### config.mk
export PLATFORM = sky130hd
export DESIGN_NAME = mips_mem_arbiter
export DESIGN_NICKNAME = d
export VERILOG_FILES = /design/src/rtl/mips_mem_arbiter.sv
export SDC_FILE = /design/constraint.sdc
export NUM_CORES = 1
export LEC_CHECK = 0
export ABC_AREA = 1
export CAP_MARGIN = 20
export CORE_MARGIN = 2
export CORE_UTILIZATION = 44
export CTS_CLUSTER_SIZE = 16
export DETAILED_ROUTE_END_ITERATION = 6
export PLACE_DENSITY = 0.83
export REMOVE_ABC_BUFFERS = 1
export SYNTH_ARGS = -nofsm -noshare
export SYNTH_HDL_FRONTEND = slang
export SYNTH_SLANG_ARGS = --single-unit
export TNS_END_PERCENT = 50
### constraint.sdc
create_clock -name CLK -period 11.2 [get_ports CLK]
set_input_delay 2.24 -clock CLK [delete_from_list [all_inputs] [get_ports CLK]]
set_output_delay 2.24 -clock CLK [all_outputs]
set_load 0.005 [all_outputs]
### src/rtl/mips_mem_arbiter.sv
// Arbiter sharing one fixed-latency memory port between fetch and data.
// Alternates grants under contention; stalls the pipeline while busy.
module mips_mem_arbiter #(
    parameter int ADDR_W  = 32,
    parameter int DATA_W  = 32,
    parameter int MEM_LAT = 2
) (
    input  logic              CLK,
    input  logic              RESET,
    input  logic              if_req,
    input  logic [ADDR_W-1:0] if_addr,
    output logic [DATA_W-1:0] if_rdata,
    output logic              if_ready,
    input  logic              d_req,
    input  logic              d_we,
    input  logic [ADDR_W-1:0] d_addr,
    input  logic [DATA_W-1:0] d_wdata,
    output logic [DATA_W-1:0] d_rdata,
    output logic              d_ready,
    output logic              mem_en,
    output logic              mem_we,
    output logic [ADDR_W-1:0] mem_addr,
    output logic [DATA_W-1:0] mem_wdata,
    input  logic [DATA_W-1:0] mem_rdata,
    output logic              stall
);

    localparam int CNT_W = $clog2(MEM_LAT) + 1;
    localparam logic [CNT_W-1:0] LAT_M1 = CNT_W'(MEM_LAT - 1);
    localparam logic GNT_I = 1'b0;
    localparam logic GNT_D = 1'b1;

    typedef enum logic [1:0] {
        IDLE,
        BUSY_I,
        BUSY_D
    } state_t;

    state_t           state;
    logic [CNT_W-1:0] cnt;
    logic             last_grant;

    logic done;
    logic decide;
    logic cand_i;
    logic cand_d;
    logic pick_i;
    logic pick_d;

    always_comb begin
        done   = (state != IDLE) && (cnt == '0);
        decide = (state == IDLE) || done;
        // The requester finishing at this edge yields to the other one
        cand_i = if_req && !(done && state == BUSY_I);
        cand_d = d_req && !(done && state == BUSY_D);
        pick_d = cand_d && (!cand_i || last_grant == GNT_I);
        pick_i = cand_i && !pick_d;
    end

    assign stall = (if_req & ~if_ready) | (d_req & ~d_ready);

    always_ff @(posedge CLK or posedge RESET) begin
        if (RESET) begin
            state      <= IDLE;
            cnt        <= '0;
            last_grant <= GNT_I;
            if_rdata   <= '0;
            d_rdata    <= '0;
            if_ready   <= 1'b0;
            d_ready    <= 1'b0;
            mem_en     <= 1'b0;
            mem_we     <= 1'b0;
            mem_addr   <= '0;
            mem_wdata  <= '0;
        end else begin
            if_ready <= 1'b0;
            d_ready  <= 1'b0;

            if (done) begin
                if (state == BUSY_I) begin
                    if_rdata <= mem_rdata;
                    if_ready <= 1'b1;
                end else begin
                    if (!mem_we) begin
                        d_rdata <= mem_rdata;
                    end
                    d_ready <= 1'b1;
                end
            end

            if (decide) begin
                if (pick_d) begin
                    state      <= BUSY_D;
                    cnt        <= LAT_M1;
                    last_grant <= GNT_D;
                    mem_en     <= 1'b1;
                    mem_we     <= d_we;
                    mem_addr   <= d_addr;
                    mem_wdata  <= d_wdata;
                end else if (pick_i) begin
                    state      <= BUSY_I;
                    cnt        <= LAT_M1;
                    last_grant <= GNT_I;
                    mem_en     <= 1'b1;
                    mem_we     <= 1'b0;
                    mem_addr   <= if_addr;
                end else begin
                    state  <= IDLE;
                    mem_en <= 1'b0;
                    mem_we <= 1'b0;
                end
            end else begin
                cnt <= cnt - CNT_W'(1);
            end
        end
    end

endmodule
# ---- Word level (Yosys, flattened, before mapping)
# Cells that the tools add are included.
dict set report totals {
  romBits 0
  latchBits 0
  mem_bits_rw 0
  in_bits 133
  out_inout_bits 133
  register_bits 137
  memories 0
}
dict set report op_classes {
  shift 0
  n_lt_le_gt_ge 0
  div 0
  n_bitwise 8
  muxes 16
  addsub 1
  multipliers 0
  n_reduce_logical 21
  eq_ne 3
}
# cell n
set ops {}
lappend ops {{32-bit 2-to-1 mux} 2}
lappend ops {{1-bit 2-to-1 mux} 10}
lappend ops {{2-bit 2-to-1 mux} 4}
lappend ops {{1-bit logical AND} 7}
lappend ops {{2-bit AND reduction} 3}
lappend ops {{1-bit inverter} 5}
lappend ops {{1-bit logical NOT} 4}
lappend ops {{2-bit logical NOT} 2}
lappend ops {{2-bit nonzero test} 2}
lappend ops {{3-bit by 1-bit inequality test with 1-bit output, second input constant} 1}
lappend ops {{3-bit AND reduction} 1}
lappend ops {{1-bit AND} 2}
lappend ops {{2-bit by 1-bit equality test with 1-bit output, second input constant} 1}
lappend ops {{2-bit equality test, second input constant} 1}
lappend ops {{1-bit logical OR} 2}
lappend ops {{2-bit by 1-bit subtractor with 2-bit output, second input constant} 1}
lappend ops {{1-bit OR} 1}

# ---- Logic depth before layout (Yosys ltp)
# Gate-level depths: netlist (run 1).
dict set report logic_depth {
  word_depth 13
  ltp_mapped 11
}

# ---- Worst setup path after synthesis (run 1)
# Ideal clock, no wire load.
dict set report synth_path {
  path_kind {input to output}
  startpoint {input port d_req}
  endpoint {output port stall}
  cell_stages 2
  t_arrival_ns 2.439
  path_buffers 0
  required_time_ns 8.960
  setup_slack_ns 6.521
  cell_sequence {inv_1 -> o22ai_1}
}
dict set report synth_via {
  elab_chain_cells 2
}
# element line_no
set synth_lines {}
lappend synth_lines {{start, declared} 14} ;# input logic d_req,
lappend synth_lines {{1-bit AND} 60} ;# assign stall = (if_req & ~if_ready) | (d_req & ~d_ready);
lappend synth_lines {{1-bit OR} 60}
lappend synth_lines {{end, declared} 25} ;# output logic stall
# Every way passes these cells.

# ---- Final worst setup path (run 1)
dict set report layout_path {
  startpoint {input port if_req}
  endpoint {output port stall}
}
dict set report layout_via {
  elab_chain_cells 2
}
# element line_no
set layout_lines {}
lappend layout_lines {{start, declared} 10} ;# input logic if_req,
lappend layout_lines {{1-bit AND} 60}
lappend layout_lines {{1-bit OR} 60}
# Every way passes these cells.

==> results.txt, run 1 <==
Critical Path AT: 3.47 ns
Max Clock Skew: 0.00484 ns
clk sinks: 137
WL final: 15900 um
Std-Cell Rows: 41
share of the synthesized area in the top cell type: 61.3%
largest cells by area after synthesis: dfrtp_1 (61%), nand2_1 (22%), o21ai_0 (6.0%), nand3_1 (3.1%), inv_1 (2.8%)
CP Max Fanout: 3
Area after DPL: 8360 sq um
final worst-path cycle share: 51.0%
Routed Antenna Nets: 0
Global Route met3 Usage: 6.80%
first-pass GRT wire length: 24800 um
setup TNS: 0 ns
Max Cap Viol: 0
Slew Limit Fails: 0
Slew Limit Headroom: 33.2%
Worst setup EP type: output port
total power: 2.55 mW
Die Width: 117 um
post-cts sizing count: 0
Syn. warnings: 0
Setup Viol. Count Final: 0
worst skew pair latency: 0.41 ns
die area: 13600 sq um
met2 Resource Use GR: 41.3%
maximum number of pins on one net before global-route repair: 79
DR vias: 5207
Startpoint Class: input pin
I/O Pins: 266
Area growth syn-to-layout: 60.8%
Period minus WS final: 5.71 ns
Clock Pin Slew Worst Setup and Hold Paths: 0.06 ns
CTS tree: yes
hold-fix buffers at CTS: 0
met1 Resource Use GR: 27.1%
Finished Cell Area: 8990 sq um
number of CTS-inserted buffers: 17
Vias per Instance: 4.73
H-tree levels: 4
kind of critical path: in2out
f_max: 175 MHz
port bufs: 265
GP Congestion: 0.821
CP required: 8.96 ns
initial core utilization: 44.7%
nets: 1049
outcome: complete, no violations
vias in the first global route: 5131
Avg Synthesized Cell Area: 8.46 sq um
Synth Cell Area: 5590 sq um
layout cells sized above 1: 5.50%
Distinct cells, synth: 20
register area share after synthesis: 61.3%
root buffer cell: clkbuf_16
DRT iter0 DRCs: 333
final hold viol count: 0
Most Crowded Layer GR: met2
Initial DRT Pass Iterations: 5
Static Leakage: 4.43 nW
die height: 117 um
grt total ovfl: 0
Global Route Usage Sum: 23.7%
measured slew at the worst slew-check pin: 0.998 ns
fillers: 1019
DRC viols: 0
area leader, netlist: dfrtp_1
Cells after Synth: 661
Pwr per Cell Area: 283 nW/um^2
Max Root-Sink Buffers: 2
post-DP HPWL: 11200 um
Hold Crit Class: reg2reg
setup bufs post-CTS: 0
Yosys reg bits: 137
# diodes: 0
initial antenna violation count: 0
Max VDD drop: 0.155 mV
RSZ-0062 raised after global routing: false
Core Region: 12500 sq um
wire per inst: 14.5 um
==> path summary, 6_finish.rpt <==
check / start / to / slack (ns) / depth (start not counted)
min in group asynchronous: RESET / d_rdata[2]$_DFFE_PP0P_ / 2.33 / 2
hold / removal: mem_wdata[28]$_DFFE_PP0P_ / mem_wdata[28]$_DFFE_PP0P_ / 0.47 / 2
setup reg to reg: cnt[0]$_DFFE_PP0P_ / mem_wdata[27]$_DFFE_PP0P_ / 7.34 / 10
setup / recovery: if_req / stall / 5.49 / 4
max in group asynchronous: RESET / mem_addr[25]$_DFFE_PP0P_ / 7.61 / 3
hold reg to reg: mem_wdata[28]$_DFFE_PP0P_ / mem_wdata[28]$_DFFE_PP0P_ / 0.47 / 2
==> cell usage in the layout (no fill, tap or decap), drive strengths merged <==
cell	n
nand2	331
clkdlybuf4s50	265
dfrtp	137
o21ai	69
inv	48
nand3	36
clkbuf	18
bufinv	4
clkinvlp	4
buf	4
clkinv	4
nor2	3
a21oi	2
o22ai	2
ha	1
==> metrics by stage <==
stage	hold WS [ns]	util (%)	worst slack (ns)	instances
after global placement	0.454	66.8	5.51	1068
after global routing	0.492	71.9	5.46	1100
after CTS	0.472	71.9	5.49	1100
after floorplan	0.465	-	5.29	627
final	0.470	71.9	5.49	1100
after detailed placement	0.458	66.8	5.46	1068
==> sequential cells by signal, summed over array words and instances, names as in the netlist <==
register,flops
d_ready,1
if_ready,1
mem_we,1
state,2
cnt,2
if_rdata,32
last_grant,1
mem_wdata,32
mem_addr,32
d_rdata,32
mem_en,1
==> worst max-delay path, stage by stage <==
cell             delay [ns]
clkdlybuf4s50_1        0.52
inv_1                  0.05
o22ai_1                0.14
clkdlybuf4s50_1        0.51
==> area by class of cell <==
cell class                 instances  area (sq um)  share of cell area, %
timing repair buffer             269          2680                   29.8
tap                              172           215                   2.39
inverter                          46           178                   1.98
clock buffer                      18           439                   4.88
sequential                       137          3430                   38.1
clock inverter                    14           195                   2.17
multi-input combinational        444          1860                   20.6
==> where the power goes <==
group          internal (mW)  switching (mW)  leakage, nW  total [mW]
Sequential             0.741           0.134         1.69       0.875
Combinational          0.577           0.504         2.44        1.08
Clock                  0.379           0.211        0.299       0.590
==> synth_stat cells <==
| cell type | number |
|---|---|
| nand2_1 | 330 |
| dfrtp_1 | 137 |
| o21ai_0 | 67 |
| inv_1 | 41 |
| nand3_1 | 35 |
| clkbuf_1 | 17 |
| buf_2 | 14 |
| inv_2 | 5 |
| buf_1 | 2 |
| nor2_4 | 2 |
| o22ai_1 | 2 |
| a21oi_1 | 1 |
| a21oi_2 | 1 |
| buf_4 | 1 |
| ha_1 | 1 |
| nand2_2 | 1 |
| nand3_2 | 1 |
| nor2_1 | 1 |
| o21ai_1 | 1 |
| o21ai_2 | 1 |
==> metal layers <==
| layer | share of wire [%] | vias up |
|---|---|---|
| met1 | 38 | 2431 |
| li1 | - | 2553 |
| met5 | 0 | - |
| met4 | 3.1 | 0 |
| met2 | 51 | 184 |
| met3 | 7.9 | 39 |
==> logic make-up (layout without fill, tap and decap cells) <==
group / count (synthesis) / in the layout / synth area share [%]
buffers and inverters: 80 / 347 / 5.75
AOI/OAI and AO/OA: 73 / 73 / 6.71
adders and majority gates: 1 / 1 / 0.224
and+or+nand+nor: 370 / 370 / 26.0
DFF: 137 / 137 / 61.3
(Power assumes the default switching activity.)
==> run 2: changes to the inputs <==
- CORE_UTILIZATION: 44 -> 37
- PLACE_DENSITY: 0.83 -> 0.75
- clock period: 11.2 -> 4.7 ns (I/O delays scaled with it)
==> run 2 against run 1 <==
Net effect:
- sequential share of layout area grew 0.064 points
- global-route usage decreased by 3.6 points
- power rose by 130%
- core utilization shrank 11 points
- die area grew 18%
- critical endpoint unchanged
- final area is 0.17% lower
==> results.txt, run 2 (synthesis results as in run 1) <==
outcome: complete, no violations (unchanged)
I/O Pins: 266 (unchanged)
Slew Limit Fails: 0 (unchanged)
Max Root-Sink Buffers: 2 (unchanged)
net switching power: 2.04 mW (was 0.849 mW)
f_max: 319 MHz
Worst R2R Path Depth: 10 (unchanged)
root buffer cell: clkbuf_16 (unchanged)
setup bufs post-CTS: 0 (unchanged)
Hold Crit Class: reg2reg (unchanged)
Setup Viol. Count Final: 0 (unchanged)
CP peak stage delay: 0.54 ns (was 0.52 ns)
vias in the first global route: 5022 (was 5131)
GP Congestion: 0.771 (was 0.821)
maximum number of pins on one net before global-route repair: 97 (was 79)
total power: 5.93 mW (was 2.55 mW)
die area: 16100 sq um (was 13600 sq um)
worst r2r dst: mem_wdata[7]$_DFFE_PP0P_ (was mem_wdata[27]$_DFFE_PP0P_)
final hold viol count: 0 (unchanged)
post-cts sizing count: 0 (unchanged)
kind of critical path: in2out (unchanged)
R2R setup slack: 1.88 ns (was 7.34 ns)
Worst setup EP type: output port (unchanged)
initial antenna violation count: 1 (was 0)
first-pass GRT wire length: 25500 um (was 24800 um)
CTS tree: yes (unchanged)
Clock power frac: 21.4% (was 23.2%)
worst skew pair latency: 0.42 ns (was 0.41 ns)
Initial DRT Pass Iterations: 4 (was 5)
Pwr per Cell Area: 660 nW/um^2 (was 283 nW/um^2)
Max Cap Viol: 0 (unchanged)
wire per inst: 14.2 um (was 14.5 um)
Max VDD drop: 0.334 mV (was 0.155 mV)
Setup crit end: stall (unchanged)
Core Region: 14600 sq um (was 12500 sq um)
Startpoint Class: input pin (unchanged)
hold-fix buffers at CTS: 0 (unchanged)
Critical Path AT: 2.20 ns (was 3.47 ns)
Die Width: 127 um (was 117 um)
DRT iter0 DRCs: 210 (was 333)
RSZ-0062 raised after global routing: false (unchanged)
setup TNS: 0 ns (unchanged)
Slew Limit Headroom: 43.4% (was 33.2%)
crit-path most repeated cell: clkdlybuf4s50_1 (unchanged)
grt total ovfl: 0 (unchanged)
DRC viols: 0 (unchanged)
die height: 127 um (was 117 um)
layout cells sized above 1: 5.89% (was 5.50%)
# diodes: 0 (unchanged)
Vias per Instance: 4.56 (was 4.73)
WL final: 15900 um (about the same)
initial core utilization: 38.2% (was 44.7%)
RR Startpoint: cnt[0]$_DFFE_PP0P_ (unchanged)
port bufs: 265 (unchanged)
Clock Pin Slew Worst Setup and Hold Paths: 0.06 ns (about the same)
most common cell after layout, fill and taps aside: nand2_1 (unchanged)
CP Max Fanout: 3 (unchanged)
Max Clock Skew: 0.0101 ns (was 0.00484 ns)
Area growth syn-to-layout: 60.5% (was 60.8%)
sequential power share: 35.1% (was 34.4%)
DR vias: 5095 (was 5207)
most frequent cells in the layout: nand2_1 (330), clkdlybuf4s50_1 (265), dfrtp_1 (137) (was nand2_1 (329), clkdlybuf4s50_1 (265), dfrtp_1 (137))
combinational power share: 43.5% (was 42.5%)
H-tree levels: 4 (unchanged)
start point of the critical path: if_req (unchanged)
Hold Slack: 0.470 ns (about the same)
Global Route Usage Sum: 20.1% (was 23.7%)
Routed Antenna Nets: 0 (unchanged)
Slowest-stage cell, CP: clkdlybuf4s50_1 (unchanged)
number of CTS-inserted buffers: 17 (unchanged)
design internal power: 3.89 mW (was 1.70 mW)
fillers: 1284 (was 1019)
final worst-path cycle share: 66.8%
nets: 1054 (was 1049)
CP required: 3.76 ns (was 8.96 ns)
Switching Fraction: 34.4% (was 33.3%)
crit path cell chain: clkdlybuf4s50_1, inv_1, o22ai_1, clkdlybuf4s50_1 (unchanged)
Period minus WS final: 3.14 ns
post-DP HPWL: 11300 um (was 11200 um)
post-route core utilization: 61.3% (was 71.9%)
Std-Cell Rows: 44 (was 41)
measured slew at the worst slew-check pin: 0.849 ns (was 0.998 ns)
Static Leakage: 4.43 nW (about the same)
clk sinks: 137 (unchanged)
run 2: changes by cell type in the layout (fill, tap and decap cells not counted), moves of 2 or more:
| cell | delta |
|---|---|
| clkinvlp_4 | -2 |
| bufinv_16 | -3 |
| inv_6 | +2 |
| buf_4 | +5 |
| inv_8 | +2 |
run 2: layer usage:
metal  part of all wire [%]  GRT usage, %  routed length, um  vias up
met5                  0.069             0                 11        -
met4                    1.5          6.21                242        2
met3                     11          9.57               1700       21
met2                     46          32.6               7290      210
met1                     42          23.7               6660     2300
li1                       -             -                  -     2562
run 2: power groups by stage:
stage | clock [mW] | combinational (mW) | sequential, mW
floorplan | 0 | 0.963 | 2.11
global placement | 0 | 2.58 | 2.07
detailed placement | 0 | 2.63 | 2.08
CTS | 1.30 | 2.63 | 2.08
global route | 1.37 | 2.88 | 2.15
finish | 1.27 | 2.58 | 2.08
run 2: area by class of cell:
class                   instances  area, sq um  area share (%)
repair buffers                274         2720            30.3
clock buffers                  17          425            4.74
inverters                      46          178            1.98
flip-flops and latches        137         3430            38.2
clock inverters                15          144            1.60
well taps                     184          230            2.56
multi-input cells             444         1850            20.6
run 2: through the flow:
step	cells	setup WS (ns)	cell area [sq um]
after floorplan	627	0.0922	5450
after global placement	1085	1.32	8410
after detailed placement	1085	1.27	8410
after CTS	1117	1.56	8980
after global routing	1117	1.50	8980
final	1117	1.56	8980
run 2: critical path: cells and delay by family:
family / cells / cell delay, ns
AO/OA/AOI/OAI: 1 / 0.14
buffers and inverters: 3 / 1.12
run 2: worst min path at each step:
stage	to	slack (ns)	startpoint	depth (start not counted)
detailed placement	mem_wdata[0]$_DFFE_PP0P_	0.46	mem_wdata[0]$_DFFE_PP0P_	2
global placement	mem_wdata[17]$_DFFE_PP0P_	0.46	mem_wdata[17]$_DFFE_PP0P_	2
global route	if_rdata[12]$_DFFE_PP0P_	0.50	if_rdata[12]$_DFFE_PP0P_	2
floorplan	mem_wdata[0]$_DFFE_PP0P_	0.47	mem_wdata[0]$_DFFE_PP0P_	2
finish	mem_wdata[27]$_DFFE_PP0P_	0.47	mem_wdata[27]$_DFFE_PP0P_	2
CTS	mem_wdata[0]$_DFFE_PP0P_	0.47	mem_wdata[0]$_DFFE_PP0P_	2
==> run 3: changes to the inputs <==
- clock period: 4.7 -> 2.86 ns (I/O delays scaled with it)
==> run 3 against run 2 <==
Net effect:
- critical endpoint unchanged
- largest power group unchanged
- first-iteration DRC count is 2.4% higher
- final cell count stayed put
- sequential share of layout area is 0.38 points lower
- via count is 0.29% lower
- sequential power is 63% higher
- routed wire length is 0.81% lower
- die area stayed put
- critical path type unchanged
- combinational power is 66% higher
==> results.txt, run 3 (synthesis results as in run 1) <==
outcome: complete, no violations (unchanged)
hold-fix buffers at CTS: 0 (unchanged)
WL final: 15800 um (was 15900 um)
crit path cell chain: clkdlybuf4s50_1, inv_1, o22ai_1, clkdlybuf4s50_1 (unchanged)
GP Congestion: 0.802 (was 0.771)
layout cells sized above 1: 5.57% (was 5.89%)
design internal power: 6.70 mW (was 3.89 mW)
DR vias: 5080 (was 5095)
Setup Viol. Count Final: 0 (unchanged)
Reg area: 3430 sq um (unchanged)
Startpoint Class: input pin (unchanged)
RSZ-0062 raised after global routing: false (unchanged)
worst skew pair latency: 0.41 ns (was 0.42 ns)
Routed Antenna Nets: 0 (unchanged)
f_max: 415 MHz
Global Route Usage Sum: 20.1% (about the same)
Worst setup EP type: output port (unchanged)
Switching Fraction: 32.6% (was 34.4%)
most common cell after layout, fill and taps aside: nand2_1 (unchanged)
number of CTS-inserted buffers: 17 (unchanged)
DRC viols: 0 (unchanged)
most frequent cells in the layout: nand2_1 (330), clkdlybuf4s50_1 (265), dfrtp_1 (137) (unchanged)
Hold Crit Class: reg2reg (unchanged)
first-pass GRT wire length: 25400 um (was 25500 um)
port bufs: 265 (unchanged)
CP peak stage delay: 0.55 ns (was 0.54 ns)
Max VDD drop: 0.639 mV (was 0.334 mV)
post-DP HPWL: 11300 um (about the same)
Static Leakage: 4.47 nW (was 4.43 nW)
DRT iter0 DRCs: 215 (was 210)
Max Clock Skew: 0.00445 ns (was 0.0101 ns)
Slowest-stage cell, CP: clkdlybuf4s50_1 (unchanged)
maximum number of pins on one net before global-route repair: 66 (was 97)
net switching power: 3.24 mW (was 2.04 mW)
Period minus WS final: 2.41 ns
I/O Pins: 266 (unchanged)
grt total ovfl: 0 (unchanged)
clk sinks: 137 (unchanged)
Clock Pin Slew Worst Setup and Hold Paths: 0.05 ns (was 0.06 ns)
CTS tree: yes (unchanged)
kind of critical path: in2out (unchanged)
Initial DRT Pass Iterations: 4 (unchanged)
worst hold start: mem_wdata[19]$_DFFE_PP0P_ (was mem_wdata[27]$_DFFE_PP0P_)
setup bufs post-CTS: 0 (unchanged)
die height: 127 um (unchanged)
H-tree levels: 4 (unchanged)
final hold viol count: 0 (unchanged)
CP Max Fanout: 3 (unchanged)
Vias per Instance: 4.55 (was 4.56)
Slew Limit Fails: 0 (unchanged)
RR Startpoint: cnt[0]$_DFFE_PP0P_ (unchanged)
Std-Cell Rows: 44 (unchanged)
root buffer cell: clkbuf_16 (unchanged)
Max Root-Sink Buffers: 2 (unchanged)
initial core utilization: 38.2% (unchanged)
Max Cap Viol: 0 (unchanged)
Area growth syn-to-layout: 62.1% (was 60.5%)
Core Region: 14600 sq um (unchanged)
Slew Limit Headroom: 60.4% (was 43.4%)
# diodes: 0 (unchanged)
Multi-input gate area: 1850 sq um (unchanged)
wire per inst: 14.1 um (was 14.2 um)
Area after DPL: 8450 sq um (was 8410 sq um)
Clock power frac: 22.8% (was 21.4%)
Die Width: 127 um (unchanged)
nets: 1056 (was 1054)
post-cts sizing count: 0 (unchanged)
sequential power share: 34.2% (was 35.1%)
initial antenna violation count: 0 (was 1)
final worst-path cycle share: 84.2%
Pwr per Cell Area: 1100 nW/um^2 (was 660 nW/um^2)
combinational power share: 43.0% (was 43.5%)
fillers: 1271 (was 1284)
setup slack after layout: 0.451 ns (was 1.56 ns)
Critical Path AT: 1.84 ns (was 2.20 ns)
die area: 16100 sq um (unchanged)
Finished Cell Area: 9070 sq um (was 8980 sq um)
start point of the critical path: if_req (unchanged)
pre-CTS setup slack: 0.451 ns (was 1.27 ns)
crit-path most repeated cell: clkdlybuf4s50_1 (unchanged)
CP required: 2.29 ns (was 3.76 ns)
measured slew at the worst slew-check pin: 0.593 ns (was 0.849 ns)
vias in the first global route: 4975 (was 5022)
## run 3: cell count changes in the layout (fill, tap and decap cells not counted), sizes merged
cell | before | now
clkinvlp | 2 | 1
inv | 52 | 46
bufinv | 1 | 4
clkbuf | 17 | 23
buf | 9 | 11
clkinv | 6 | 2
## run 3: final timing paths
kind,end,slack [ns],cells after the start
max in group asynchronous,if_rdata[3]$_DFFE_PP0P_,1.64,3
min,mem_wdata[19]$_DFFE_PP0P_,0.47,2
max,stall,0.45,4
max reg2reg,state[1]$_DFFE_PP0N_,0.75,9
min in group asynchronous,mem_wdata[19]$_DFFE_PP0P_,0.58,2
min reg2reg,mem_wdata[19]$_DFFE_PP0P_,0.47,2
## run 3: per-stage QoR
stage	TNS, ns	std cells	hold slack [ns]	power (mW)	utilization (%)
after floorplan	-247.03	627	0.465	5.05	-
after global placement	0	1087	0.452	7.66	57.7
after detailed placement	0	1087	0.458	7.74	57.7
after CTS	0	1117	0.471	10.1	61.9
after global routing	0	1117	0.489	10.7	61.9
final	0	1117	0.465	9.94	61.9
## run 3: layer usage
metal,wire length [um],part of all wire [%],track usage [%],vias to the layer above
met4,475,3.0,9.18,0
met1,6470,41,23.8,2282
li1,-,-,-,2562
met2,7100,45,31.6,204
met3,1740,11,9.15,32
met5,0,0,0,-
## run 3: layout make-up
class / instances / share of cell area, %
flip-flops and latches: 137 / 37.8
repair buffers: 276 / 30.4
multi-input cells: 444 / 20.4
clock buffers: 23 / 5.27
well taps: 184 / 2.54
inverters: 46 / 1.96
clock inverters: 7 / 1.56
## run 3: critical path, delay by kind of cell
family          cells  cell delay (ns)
compound gates      1             0.14
buf+inv             3             1.13
## run 3: power by group through the flow
| stage | combinational (mW) | clock [mW] | sequential, mW |
|---|---|---|---|
| detailed placement | 4.34 | 0 | 3.40 |
| floorplan | 1.58 | 0 | 3.47 |
| global route | 4.77 | 2.43 | 3.52 |
| CTS | 4.36 | 2.34 | 3.40 |
| global placement | 4.28 | 0 | 3.38 |
| finish | 4.28 | 2.27 | 3.40 |
